==> config.mk <==
export PLATFORM = sky130hd
export DESIGN_NAME = dataflow_buffer
export DESIGN_NICKNAME = d
export VERILOG_FILES = /design/src/rtl/dataflow_pkg.sv /design/src/rtl/dataflow_buffer_storage.sv /design/src/rtl/dataflow_buffer.sv
export SDC_FILE = /design/constraint.sdc
export NUM_CORES = 1
export LEC_CHECK = 0
export BUFFER_PORTS_ARGS = -buffer_cell sky130_fd_sc_hd__buf_2
export CAP_MARGIN = 10
export CORE_ASPECT_RATIO = 1.75
export CORE_UTILIZATION = 47
export CTS_CLUSTER_DIAMETER = 120
export DETAILED_ROUTE_END_ITERATION = 7
export PLACE_DENSITY = 0.7
export SETUP_SLACK_MARGIN = 0.4
export SYNTH_ARGS = -nofsm -noshare
export SYNTH_HDL_FRONTEND = slang
export SYNTH_SLANG_ARGS = --single-unit
==> constraint.sdc <==
create_clock -name clock -period 3.9 [get_ports clock]
set_clock_uncertainty 0.15 [all_clocks]
set_input_delay 0.78 -clock clock [delete_from_list [all_inputs] [get_ports clock]]
set_output_delay 0.78 -clock clock [all_outputs]
set_load 0.01 [all_outputs]
==> src/rtl/dataflow_pkg.sv <==
// Shared definitions for the dataflow stream blocks.
//   DataWidthDefault : default token width
//   data_t           : signed token at the default width
//   buf_state_e      : occupancy class of an elastic buffer
//   ptr_width()      : pointer width for a given depth (clog2)
package dataflow_pkg;

  localparam int unsigned DataWidthDefault = 32;

  typedef logic signed [DataWidthDefault-1:0] data_t;

  typedef enum logic [1:0] {
    StEmpty,
    StPartial,
    StFull
  } buf_state_e;

  function automatic int unsigned ptr_width(input int unsigned depth);
    return $clog2(depth);
  endfunction

endpackage

==> src/rtl/dataflow_buffer_storage.sv <==
// Register array backing the elastic buffer. Contents are not reset.
//   clock : rising-edge clock
//   we    : write enable
//   waddr : write address
//   wdata : write data
//   raddr : read address (asynchronous read)
//   rdata : read data
module dataflow_buffer_storage
  import dataflow_pkg::*;
#(
  parameter int unsigned DATA_WIDTH = DataWidthDefault,
  parameter int unsigned DEPTH      = 4,
  parameter int unsigned AW         = ptr_width(DEPTH)
) (
  input  logic                         clock,
  input  logic                         we,
  input  logic [AW-1:0]                waddr,
  input  logic signed [DATA_WIDTH-1:0] wdata,
  input  logic [AW-1:0]                raddr,
  output logic signed [DATA_WIDTH-1:0] rdata
);

  logic signed [DATA_WIDTH-1:0] mem [DEPTH];

  always_ff @(posedge clock) begin
    if (we) begin
      mem[waddr] <= wdata;
    end
  end

  assign rdata = mem[raddr];

endmodule

==> src/rtl/dataflow_buffer.sv <==
// Elastic FIFO stage decoupling a dataflow producer from its consumer.
// One cycle of forward latency; upstream ready depends only on registered
// occupancy (and reset), never on downstream ready.
//   clock : rising-edge clock
//   reset : synchronous active-high reset
//   arg0  : upstream data token
//   arg1  : upstream valid
//   arg2  : downstream ready
//   ret0  : ready to upstream
//   ret1  : data token to downstream (zero when not valid)
//   ret2  : valid to downstream
module dataflow_buffer
  import dataflow_pkg::*;
#(
  parameter int unsigned DATA_WIDTH = DataWidthDefault,
  parameter int unsigned DEPTH      = 4
) (
  input  logic                         clock,
  input  logic                         reset,
  input  logic signed [DATA_WIDTH-1:0] arg0,
  input  logic                         arg1,
  input  logic                         arg2,
  output logic                         ret0,
  output logic signed [DATA_WIDTH-1:0] ret1,
  output logic                         ret2
);

  localparam int unsigned PtrW = ptr_width(DEPTH);
  localparam int unsigned CntW = PtrW + 1;
  localparam logic [CntW-1:0] CntFull = CntW'(DEPTH);

  logic [PtrW-1:0] wr_ptr_q, wr_ptr_d;
  logic [PtrW-1:0] rd_ptr_q, rd_ptr_d;
  logic [CntW-1:0] count_q, count_d;

  buf_state_e state;
  logic       enq, deq;
  logic signed [DATA_WIDTH-1:0] head;

  // Occupancy class decoded from the registered count.
  always_comb begin
    state = StPartial;
    if (count_q == '0) begin
      state = StEmpty;
    end else if (count_q == CntFull) begin
      state = StFull;
    end
  end

  assign ret0 = (state != StFull) && !reset;
  assign ret2 = (state != StEmpty);
  assign ret1 = ret2 ? head : '0;

  assign enq = arg1 && ret0;
  assign deq = ret2 && arg2;

  always_comb begin
    wr_ptr_d = wr_ptr_q;
    rd_ptr_d = rd_ptr_q;
    count_d  = count_q;
    if (enq) begin
      wr_ptr_d = wr_ptr_q + 1'b1;
    end
    if (deq) begin
      rd_ptr_d = rd_ptr_q + 1'b1;
    end
    unique case ({enq, deq})
      2'b10:   count_d = count_q + 1'b1;
      2'b01:   count_d = count_q - 1'b1;
      default: count_d = count_q;
    endcase
  end

  always_ff @(posedge clock) begin
    if (reset) begin
      wr_ptr_q <= '0;
      rd_ptr_q <= '0;
      count_q  <= '0;
    end else begin
      wr_ptr_q <= wr_ptr_d;
      rd_ptr_q <= rd_ptr_d;
      count_q  <= count_d;
    end
  end

  dataflow_buffer_storage #(
    .DATA_WIDTH (DATA_WIDTH),
    .DEPTH      (DEPTH),
    .AW         (PtrW)
  ) u_storage (
    .clock (clock),
    .we    (enq),
    .waddr (wr_ptr_q),
    .wdata (arg0),
    .raddr (rd_ptr_q),
    .rdata (head)
  );

endmodule

==> parameters.txt, run 1 <==
Parameter                              Value

Run status
  Outcome ... complete, no violations

Clocking
  CTS buffer count ... 17
  Clock insertion delay at the later pin of the skew report ... 400 ps
  CTS HTree Levels ... 4
  Post-CTS repair timing setup buffer count ... 0
  Count of hold-fix buffers inserted at cts ... 0
  Clock transition time at the flip-flop clock pins of the worst setup and hold paths ... 60 ps
  Sink count of the clock tree ... 137
  CTS tree ... done
  Clock Tree Buf Depth ... 2
  Post-cts resize count ... 0
  Root buffer selected by CTS ... clkbuf_16

Logic synthesis
  Share of synthesized area spent on multiplexers ... 13.9%
  Largest cells by area after synthesis ... edfxtp_1 72%, mux4_2 13%, dfxtp_1 3.4%, nor2b_1 2.8%, ha_1 1.2%
  Dominant combinational cell family by area after synthesis ... multiplexers
  Cell count after synthesis ... 255
  Count of unique library cells instantiated by Yosys ... 25
  Adder-Cell Fraction of Synth Area ... 1.54%
  Top-area cell type share of the netlist area ... 71.9%
  Total standard cell area after synthesis ... 5350 sq um
  Avg Inst Size Synth ... 21.0 sq um
  Yosys warnings ... 0
  Register bit count reported by yosys ... 137
  Net count after synthesis ... 297
  Synth Area in Compound Gates ... 0.608%
  Synthesized-area fraction occupied by xor and xnor cells ... 0.491%
  Sequential-to-total area share from yosys stat ... 75.2%
  Largest area contributor in the netlist ... edfxtp_1
  Simple-gate share of the synthesized area ... 5.96%

Placed design
  Post-placement cell count ... 447
  Dpl hpwl ... 5240 microns
  Final RePlAce weighted congestion ... 0.713
  I/O Buffers ... 69
  Placed cell area ... 5810 sq um

Worst hold path
  Type of the worst min-delay path ... flip-flop to flip-flop
  Cell depth of the worst min-delay path ... 2
  Start point of the worst hold path ... rd_ptr_q[1]

Die
  Count of pins on the block boundary ... 70
  FP Rows ... 51
  Initial core utilization ... 48.2%
  Die span in y ... 143 microns
  Core ar. ... 11100 sq um
  Die X ... 82.6 microns
  Die ar. ... 11800 sq um

Route
  Detailed Route WL ... 8780 microns
  Number of detailed-route iterations in the first pass ... 4
  Routed length on met1 ... 3330 microns
  Average vias per placed instance ... 5.29
  Count of unresolved DRC violations after routing ... 0
  DRC marker count from the first detailed-route iteration ... 78
  Routed WL per cell ... 18.3 microns
  Highest routed layer ... met4
  Met2 WL ... 4900 microns
  Antenna-violating nets left ... 0
  Vias after detailed routing ... 2540
  Met3 routed wirelength ... 390 microns

STA
  Max transition margin ... 39.3%
  RSZ-0062 raised after global routing ... no
  Total setup violations reported at the end of the flow ... 0
  Slew @ Worst Pin ... 910 ps
  Max Slew Vio Count ... 0
  Final worst hold slack ... 358 ps
  Final Critical Period ... 3010 ps
  Achievable frequency ... 0.332 GHz
  Crit share post-route ... 77.3%
  Hold Fails Final Rpt ... 0
  Final setup TNS ... 0 ps

Cells and area
  Layout overhead on the synthesized area ... 20.0%
  Fraction of final layout cells with drive strength greater than 1 ... 40.6%
  Fillers ... 866
  Number of cells in the finished layout apart from fillers ... 480
  Fin area ... 6420 sq um
  Net count of the finished layout ... 376

Global route
  Pin count of the biggest net entering global routing ... 36
  Number of antenna violations at the first check in global routing ... 0
  Number of global-route vias before repair ... 2686
  Global route overflow ... 0
  First-pass GRT wire length ... 13300 microns
  Global-route usage over all layers ... 16.5%

Worst setup path
  Launch point of the worst reg-to-reg path ... count_q[2]
  Register-to-Register Setup Slack ... 1590 ps
  Endpoint required time on the critical path ... 2970 ps
  Crit start category ... flip-flop
  Critical path type ... flip-flop to output pin
  Worst r2r path cells ... 9
  CP Capture Type ... output pin
  CP arrival ... 2080 ps
  Maximum fanout along the worst path ... 24
  Worst r2r dst ... count_q[2]

Power and ir drop
  Worst vdd ir ... 432 uV
  Total power consumption of the routed design ... 0.00443 W
  Leakage power ... 2.26 nW
  PD cells ... 690 nW/um^2

Flow run
  Max-cap violations ... 0
[cell usage in the layout, fill, tap and decap left out]
cell type and count:
fa_1 1, clkbuf_1 2, buf_4 1, dfxtp_2 2, nor3_4 1, clkinvlp_4 1, o21ai_0 2, clkinv_4 3
nand2b_1 1, nor2b_1 24, xor2_1 3, bufinv_16 4, nand2_1 1, mux2_1 1, buf_12 1, ha_1 5
inv_1 8, clkbuf_16 17, a21oi_1 3, mux4_2 32, or3_1 2, edfxtp_1 128, dfxtp_1 7, nor3b_2 2
and2_2 4, and2b_1 8, mux2i_1 1, clkinv_2 4, buf_2 69, clkinv_1 1, diode_2 1, o31ai_1 1
nor2_1 7
[per-stage QoR]
| stage | util [%] | setup WS (ps) |
|---|---|---|
| finish | 57.8 | 886 |
| CTS | 57.8 | 819 |
| global route | 57.8 | 752 |
| detailed placement | 52.3 | 1170 |
| floorplan | - | 1190 |
| global placement | 52.3 | 1210 |
[synth_stat cells (all sizes together)]
| cell type | number |
|---|---|
| buf | 7 |
| inv | 8 |
| nor3b | 2 |
| nor3 | 1 |
| dfxtp | 9 |
| ha | 5 |
| nor2 | 7 |
| o21ai | 2 |
| nand2b | 1 |
| o31ai | 1 |
| clkbuf | 4 |
| and2b | 8 |
| and2 | 4 |
| edfxtp | 128 |
| fa | 1 |
| mux2 | 1 |
| nand2 | 1 |
| or3 | 2 |
| a21oi | 3 |
| mux4 | 32 |
| nor2b | 24 |
| mux2i | 1 |
| xor2 | 3 |
[power by group]
| part | switching, W | internal [W] | total (W) |
|---|---|---|---|
| Clock | 0.000549 | 0.00106 | 0.00161 |
| Combinational | 0.000507 | 0.000506 | 0.00101 |
| Sequential | 0.0000840 | 0.00172 | 0.00181 |
[cells by family after synthesis]
family          count (synthesis)
buf+inv                        19
xor+xnor                        3
compound gates                  6
simple gates                   50
flops                         137
fa+ha+maj                       6
mux                            34
[registers in the layout, indices dropped and copies added (netlist names), named ones only]
signal         cells
count_q            3
rd_ptr_q           2
u_storage.mem    128
wr_ptr_q           2
[layer usage]
layer	track usage, %	vias up
li1	-	1164
met1	18.1	1298
met2	28.0	66
met3	4.92	12
met4	9.07	0
met5	0	-
[worst max-delay path, stage by stage, from the launching register on]
cell and delay (ps):
dfxtp_2 530, buf_12 280, mux4_2 530, nor2b_1 160, buf_2 160
[worst max-delay path by stage]
stage | start | end | slack (ps)
after global routing | flip-flop | ret1[4] | 750
final | flip-flop | ret1[4] | 890
after detailed placement | reset | u_storage.mem[0][28] | 1170
after global placement | reset | u_storage.mem[1][22] | 1210
after CTS | flip-flop | ret1[4] | 820
after floorplan | reset | u_storage.mem[0][0] | 1190
[area by class of cell]
cell class	instances	area [sq um]	share of cell area [%]
Clock inverter	13	178	2.77
Multi-Input combinational cell	99	1210	18.9
Sequential cell	137	4030	62.7
Antenna cell	1	2.50	0.0390
Clock buffer	19	433	6.74
Inverter	8	30.0	0.468
Timing Repair Buffer	71	373	5.81
Tap cell	132	165	2.57
(Power assumes the default switching activity.)
==> run 2: changes to the inputs <==
==> constraint.sdc (replaced) <==
create_clock -name clock -period 3 [get_ports clock]
set_clock_uncertainty 0.15 [all_clocks]
set_input_delay 0.6 -clock clock [delete_from_list [all_inputs] [get_ports clock]]
set_output_delay 0.6 -clock clock [all_outputs]
set_load 0.01 [all_outputs]
==> parameters.txt, run 2 (synthesis gave the netlist of run 1 again) <==
Parameter                              Value

Die
  Core ar. ... 11100 sq um (unchanged)
  Die ar. ... 11800 sq um (unchanged)
  Initial core utilization ... 48.2% (unchanged)
  FP Rows ... 51 (unchanged)
  Count of pins on the block boundary ... 70 (unchanged)
  Die X ... 82.6 microns (unchanged)
  Die span in y ... 143 microns (unchanged)

Clocking
  Count of hold-fix buffers inserted at cts ... 0 (unchanged)
  CTS tree ... done
  CTS buffer count ... 17 (unchanged)
  Root buffer selected by CTS ... clkbuf_16
  Sink count of the clock tree ... 137 (unchanged)
  Clock transition time at the flip-flop clock pins of the worst setup and hold paths ... 60 ps (about the same)
  Clock insertion delay at the later pin of the skew report ... 410 ps (about the same)
  CTS HTree Levels ... 4 (unchanged)
  Clock Tree Buf Depth ... 2 (unchanged)

Route
  Number of detailed-route iterations in the first pass ... 4 (unchanged)
  DRC marker count from the first detailed-route iteration ... 134 (+72%)
  Average vias per placed instance ... 5.28 (-0.22%)
  Detailed Route WL ... 9370 microns (+6.8%)
  Vias after detailed routing ... 2582 (+1.7%)
  Count of unresolved DRC violations after routing ... 0 (unchanged)
  Routed WL per cell ... 19.2 microns (+4.8%)
  Antenna-violating nets left ... 0 (unchanged)

Cells and area
  Register area ... 4030 sq um (about the same)
  Fraction of final layout cells with drive strength greater than 1 ... 44.8% (+4.2 points)
  Most frequent cells in the layout ... 128 x edfxtp_1, 58 x buf_2, 32 x mux4_2
  Diodes inserted ... 0 (-1)
  Fillers ... 813 (-6.1%)
  Layout overhead on the synthesized area ... 26.3%
  Max FFs per register ... 128 (unchanged)
  Register with the highest flop count ... u_storage.mem
  Largest registers ... u_storage.mem x128, count_q x3
  Commonest non-fill, non-tap cell in the layout ... edfxtp_1
  Net count of the finished layout ... 387 (+2.9%)
  Combined area of the multi-input logic cells ... 1300 sq um (+6.8%)

Worst setup path
  Register-to-Register Setup Slack ... 610 ps (-980 ps)
  Endpoint required time on the critical path ... 2250 ps (-720 ps)
  Maximum fanout along the worst path ... 8 (-67%)
  Series of cell instances along the critical path ... buf_12, buf_16, mux4_2, nor2b_1, buf_2
  Peak per-stage delay on the critical path ... 500 ps (-30 ps)
  Crit start category ... flip-flop
  Critical path type ... flip-flop to output pin
  CP arrival ... 1860 ps (-220 ps)
  CP Capture Type ... output pin
  Slowest library cell on the worst path ... mux4_2

STA
  Max transition margin ... 67.6% (+28 points)
  Slew @ Worst Pin ... 486 ps (-424 ps)
  Final setup TNS ... 0 ps (unchanged)
  Final worst hold slack ... 257 ps (-101 ps)
  Final Critical Period ... 2610 ps
  Total setup violations reported at the end of the flow ... 0 (unchanged)
  Max Slew Vio Count ... 0 (unchanged)
  Achievable frequency ... 0.384 GHz
  Crit share post-route ... 86.9%
  Hold Fails Final Rpt ... 0 (unchanged)
  RSZ-0062 raised after global routing ... yes

Placed design
  Final RePlAce weighted congestion ... 0.715 (+0.27%)
  I/O Buffers ... 69 (unchanged)
  Dpl hpwl ... 5420 microns (+3.5%)

Worst hold path
  Type of the worst min-delay path ... primary input to flip-flop

Power and ir drop
  Total internal power ... 0.00453 W (+37%)
  Portion of total power attributed to combinational logic ... 30.0% (+7.1 points)
  Leakage power ... 2.41 nW (+6.3%)
  Switching power as a share of total power ... 26.4% (+0.66 points)
  Reported net switching power ... 0.00162 W (+42%)
  Part of the power in the clock network ... 32.4% (-4.0 points)
  Worst vdd ir ... 609 uV (+41%)
  PD cells ... 910 nW/um^2 (+32%)
  Total power consumption of the routed design ... 0.00615 W (+39%)
  Share of power burned in registers ... 37.6% (-3.2 points)

Flow run
  Max-cap violations ... 0 (unchanged)

Global route
  Pin count of the biggest net entering global routing ... 36 (unchanged)
  Number of antenna violations at the first check in global routing ... 0 (unchanged)
  Global-route usage over all layers ... 17.8% (+1.3 points)
  Number of global-route vias before repair ... 2683 (-0.11%)
  First-pass GRT wire length ... 14300 microns (+8.0%)
  Global route overflow ... 0 (unchanged)

Run status
  Outcome ... complete, no violations
## run 2: changes by cell type in the layout (fill, tap and decap cells not counted), moves of 3 or more
| cell | previous run | this run |
|---|---|---|
| buf_16 | 0 | 3 |
| clkinv_4 | 3 | 0 |
| buf_6 | 0 | 13 |
| buf_12 | 1 | 7 |
| buf_2 | 69 | 58 |
| nor2b_1 | 24 | 13 |
| nor2b_4 | 0 | 11 |
## run 2: power groups by stage
stage | Combinational (W) | Sequential [W] | Clock [W]
2_1_floorplan | 0.00100 | 0.00232 | 0
3_3_place_gp | 0.00140 | 0.00233 | 0
3_5_place_dp | 0.00142 | 0.00234 | 0
4_1_cts | 0.00161 | 0.00231 | 0.00203
5_1_grt | 0.00200 | 0.00233 | 0.00210
6_report | 0.00184 | 0.00231 | 0.00199
## run 2: per-stage QoR
| step | instance area, sq um | setup slack (ps) | utilization (%) | cells |
|---|---|---|---|---|
| after floorplan | 5350 | 466 | - | 255 |
| final | 6750 | 394 | 60.8 | 489 |
| after global routing | 6750 | 326 | 60.8 | 489 |
| after CTS | 6580 | 344 | 59.3 | 488 |
| after detailed placement | 5900 | 424 | 53.1 | 452 |
| after global placement | 5900 | 588 | 53.1 | 452 |
## run 2: final cells by class
cell class,instances,share of cell area [%]
multi-input cells,99,19.2
well taps,132,2.45
inverters,8,0.445
clock inverters,11,1.93
clock buffers,20,6.47
flip-flops and latches,137,59.7
repair buffers,82,9.87
## run 2: per-layer routing
layer | wire length, microns | global-route usage (%) | vias up | part of all wire (%)
met3 | 330 | 5.05 | 13 | 3.5
li1 | - | - | 1184 | -
met4 | 171 | 7.35 | 0 | 1.8
met5 | 0 | 0 | - | 0
met2 | 5210 | 30.2 | 59 | 56
met1 | 3660 | 20.8 | 1326 | 39
## run 2: critical path: cells and delay by family (launching register included)
kind	cells	cell delay (ps)
AND/OR/NAND/NOR	1	140
multiplexers	1	500
buffers and inverters	3	420
flip-flops	1	380
## run 2: what timing repair did
action                     4_1_cts  5_1_grt
setup endpoints to repair       32       32
gates cloned                     3        0
resized for setup                3       32
setup buffers                    2        1
pin swaps                        0        0
## run 2: worst paths after layout
kind               startpoint                    to  cells past startpoint
hold reg to reg   rd_ptr_q[1]             flip-flop                      2
hold / removal       arg0[22]  u_storage.mem[0][22]                      1
setup reg to reg   count_q[2]            count_q[2]                      9
setup / recovery    flip-flop               ret1[6]                      5
==> run 3: changes to the inputs <==
--- a/config.mk
+++ b/config.mk
@@ -5,11 +5,12 @@
 export SDC_FILE = /design/constraint.sdc
 export NUM_CORES = 1
 export LEC_CHECK = 0
+export ABC_AREA = 1
 export BUFFER_PORTS_ARGS = -buffer_cell sky130_fd_sc_hd__buf_2
 export CAP_MARGIN = 10
 export CORE_ASPECT_RATIO = 1.75
 export CORE_UTILIZATION = 47
-export CTS_CLUSTER_DIAMETER = 120
+export CTS_CLUSTER_DIAMETER = 150
 export DETAILED_ROUTE_END_ITERATION = 7
 export PLACE_DENSITY = 0.7
 export SETUP_SLACK_MARGIN = 0.4
==> parameters.txt, run 3 <==
Parameter                              Value

Power and ir drop
  Leakage power ... 2.49 nW (+3.5%)
  Portion of total power attributed to combinational logic ... 26.6% (-3.4 points)
  PD cells ... 875 nW/um^2 (-3.9%)
  Total internal power ... 0.00404 W (-11%)
  Reported net switching power ... 0.00177 W (+8.9%)
  Worst vdd ir ... 683 uV (+12%)
  Switching power as a share of total power ... 30.4% (+4.0 points)
  Part of the power in the clock network ... 34.5% (+2.1 points)
  Share of power burned in registers ... 38.9% (+1.3 points)

Route
  Met3 routed wirelength ... 530 microns (+61%)
  Vias after detailed routing ... 3584 (+39%)
  Average vias per placed instance ... 5.28 (about the same)
  Antenna-violating nets left ... 0 (unchanged)
  Count of unresolved DRC violations after routing ... 0 (unchanged)
  Highest routed layer ... met4
  Routed length on met1 ... 4470 microns (+22%)
  DRC marker count from the first detailed-route iteration ... 265 (+98%)
  Routed WL per cell ... 17.1 microns (-11%)
  Detailed Route WL ... 11600 microns (+24%)
  Met2 WL ... 6430 microns (+23%)
  Number of detailed-route iterations in the first pass ... 4 (unchanged)

STA
  Achievable frequency ... 0.401 GHz (+4.6%)
  Final setup TNS ... 0 ps (unchanged)
  Crit share post-route ... 83.1% (-3.8 points)
  RSZ-0062 raised after global routing ... no
  Max Slew Vio Count ... 0 (unchanged)
  Hold Fails Final Rpt ... 0 (unchanged)
  Max transition margin ... 71.5% (+3.9 points)
  Slew @ Worst Pin ... 428 ps (-58.0 ps)
  Final Critical Period ... 2490 ps (-114 ps)
  Least setup slack across all paths after layout ... 508 ps (+114 ps)
  Total setup violations reported at the end of the flow ... 0 (unchanged)

Global route
  Number of antenna violations at the first check in global routing ... 0 (unchanged)
  Global route overflow ... 0 (unchanged)
  Global-route usage over all layers ... 20.0% (+2.2 points)
  Number of global-route vias before repair ... 3675 (+37%)
  First-pass GRT wire length ... 18000 microns (+25%)
  Pin count of the biggest net entering global routing ... 65 (+81%)

Worst hold path
  Type of the worst min-delay path ... primary input to flip-flop

Cells and area
  Commonest non-fill, non-tap cell in the layout ... nor2_1
  Register with the highest flop count ... u_storage.mem
  Max FFs per register ... 128 (unchanged)
  Most frequent cells in the layout ... 135 x nor2_1, 128 x edfxtp_1, 69 x buf_2
  Fraction of final layout cells with drive strength greater than 1 ... 22.7% (-22 points)
  Number of cells in the finished layout apart from fillers ... 679 (+39%)
  Net count of the finished layout ... 578 (+49%)
  Layout overhead on the synthesized area ... 21.5%
  Fin area ... 6630 sq um (-1.8%)
  Largest registers ... u_storage.mem x128, count_q x3
  Diodes inserted ... 0 (unchanged)

Logic synthesis
  Post-synth top flop ... edfxtp_1
  Cell with the most instances after synthesis ... nor2_1
  Sequential-to-total area share from yosys stat ... 73.7% (-1.5 points)
  Avg Inst Size Synth ... 12.2 sq um (-42%)
  Async S/R FF share, synth ... 0% (unchanged)
  Yosys warnings ... 0 (unchanged)
  Cell count after synthesis ... 448 (+76%)
  Count of unique library cells instantiated by Yosys ... 17 (-32%)
  Net count after synthesis ... 490 (+65%)
  EDFF count, synth ... 128 (unchanged)
  Total standard cell area after synthesis ... 5460 sq um (+2.1%)
  Largest area contributor in the netlist ... edfxtp_1
  Top-area cell type share of the netlist area ... 70.4% (-1.4 points)
  Register bit count reported by yosys ... 137 (unchanged)
  Top cells by count, synth ... 139 x nor2_1, 128 x edfxtp_1, 36 x a21oi_1
  Largest cells by area after synthesis ... edfxtp_1 70%, nor2_1 9.6%, a21oi_1 3.3%, dfxtp_1 3.3%, o21ai_0 3.2%

Placed design
  Final RePlAce weighted congestion ... 0.735 (+2.9%)
  Post-placement cell count ... 643 (+42%)
  I/O Buffers ... 69 (unchanged)
  Worst setup timing slack at the placement stage ... 617 ps (+192 ps)
  Dpl hpwl ... 6970 microns (+29%)
  Placed cell area ... 5970 sq um (+1.3%)

Die
  Die ar. ... 12100 sq um (+2.0%)
  Die span in y ... 145 microns (+1.0%)
  Die X ... 83.5 microns (+1.0%)
  FP Rows ... 51 (unchanged)
  Count of pins on the block boundary ... 70 (unchanged)
  Core ar. ... 11200 sq um (+1.2%)
  Initial core utilization ... 48.6% (+0.43 points)

Worst setup path
  Peak per-stage delay on the critical path ... 380 ps (-120 ps)
  Series of cell instances along the critical path ... clkinvlp_4, buf_4, nor2_1, o21ai_1, a21oi_1, buf_2
  Slowest library cell on the worst path ... dfxtp_4
  Family with the most delay on the worst path ... buffers and inverters
  Crit start category ... flip-flop
  Register-to-Register Setup Slack ... 890 ps (+280 ps)
  Launch point of the worst reg-to-reg path ... count_q[1]
  Timing endpoint of the critical path ... ret1[7]
  Number of cells on the critical path ... 6 (+1)
  Worst r2r dst ... count_q[2]
  Endpoint required time on the critical path ... 2250 ps (about the same)
  Worst r2r path cells ... 12 (+3)
  Maximum fanout along the worst path ... 5 (-3)
  CP Capture Type ... output pin
  CP arrival ... 1740 ps (-120 ps)
  Critical path type ... flip-flop to output pin
  CP bufs+invs ... 3 (unchanged)

Clocking
  CTS tree ... done
  CTS buffer count ... 17 (unchanged)
  Sink count of the clock tree ... 137 (unchanged)
  Clock transition time at the flip-flop clock pins of the worst setup and hold paths ... 50 ps (about the same)
  Root buffer selected by CTS ... clkbuf_16
  CTS HTree Levels ... 4 (unchanged)
  Clock Tree Buf Depth ... 2 (unchanged)
  Count of hold-fix buffers inserted at cts ... 0 (unchanged)
  Clock insertion delay at the later pin of the skew report ... 410 ps (about the same)

Flow run
  Max-cap violations ... 0 (unchanged)

Run status
  Outcome ... complete, no violations
-- run 3: logic make-up after synthesis --
family / share of synthesized area [%]
adders and majority gates: 1.51
and+or+nand+nor: 11.1
buffers and inverters: 4.24
DFF: 73.7
AOI/OAI and AO/OA: 9.44
-- run 3: worst min-delay path by stage --
stage / startpoint / endpoint / slack (ps) / depth (start not counted)
2_1_floorplan: rd_ptr_q[1] / flip-flop / 310 / 2
3_3_place_gp: wr_ptr_q[1] / wr_ptr_q[1] / 340 / 2
3_5_place_dp: rd_ptr_q[1] / rd_ptr_q[1] / 350 / 2
4_1_cts: reset / rd_ptr_q[1] / 230 / 2
5_1_grt: arg0[10] / u_storage.mem[1][10] / 240 / 1
6_report: reset / flip-flop / 230 / 2
-- run 3: power groups by stage --
stage / Combinational, W / Clock (W) / Sequential, W
finish: 0.00155 / 0.00200 / 0.00226
global route: 0.00173 / 0.00210 / 0.00226
CTS: 0.00151 / 0.00202 / 0.00225
detailed placement: 0.00149 / 0 / 0.00228
global placement: 0.00145 / 0 / 0.00227
floorplan: 0.000990 / 0 / 0.00227
-- run 3: through the flow --
stage	hold WS, ps	total power (W)	util, %
5_1_grt	239	0.00609	59.1
4_1_cts	227	0.00578	58.5
2_1_floorplan	309	0.00326	-
3_3_place_gp	335	0.00373	53.2
6_report	231	0.00580	59.1
3_5_place_dp	345	0.00377	53.2
-- run 3: metal layers --
layer  vias to the layer above  GRT usage (%)
met2                        94           36.3
met5                         -              0
met3                        12           5.25
met1                      1741           21.7
met4                         0           9.37
li1                       1737              -
-- run 3: area by class of cell --
| cell class | instances | area, sq um |
|---|---|---|
| multi-input combinational | 268 | 1230 |
| clock buffer | 19 | 433 |
| inverter | 20 | 83.8 |
| tap | 132 | 165 |
| timing repair buffer | 91 | 552 |
| fill | 903 | 4600 |
| clock inverter | 11 | 131 |
| timing repair inverter | 1 | 5.00 |
| sequential | 137 | 4030 |
-- run 3: timing repair --
item | in CTS | in global routing
pin swaps | 0 | 1
buffers inserted | 3 | 1
resized for setup | 4 | 8
endpoints found under the setup margin | 32 | 32
cloned | 0 | 2
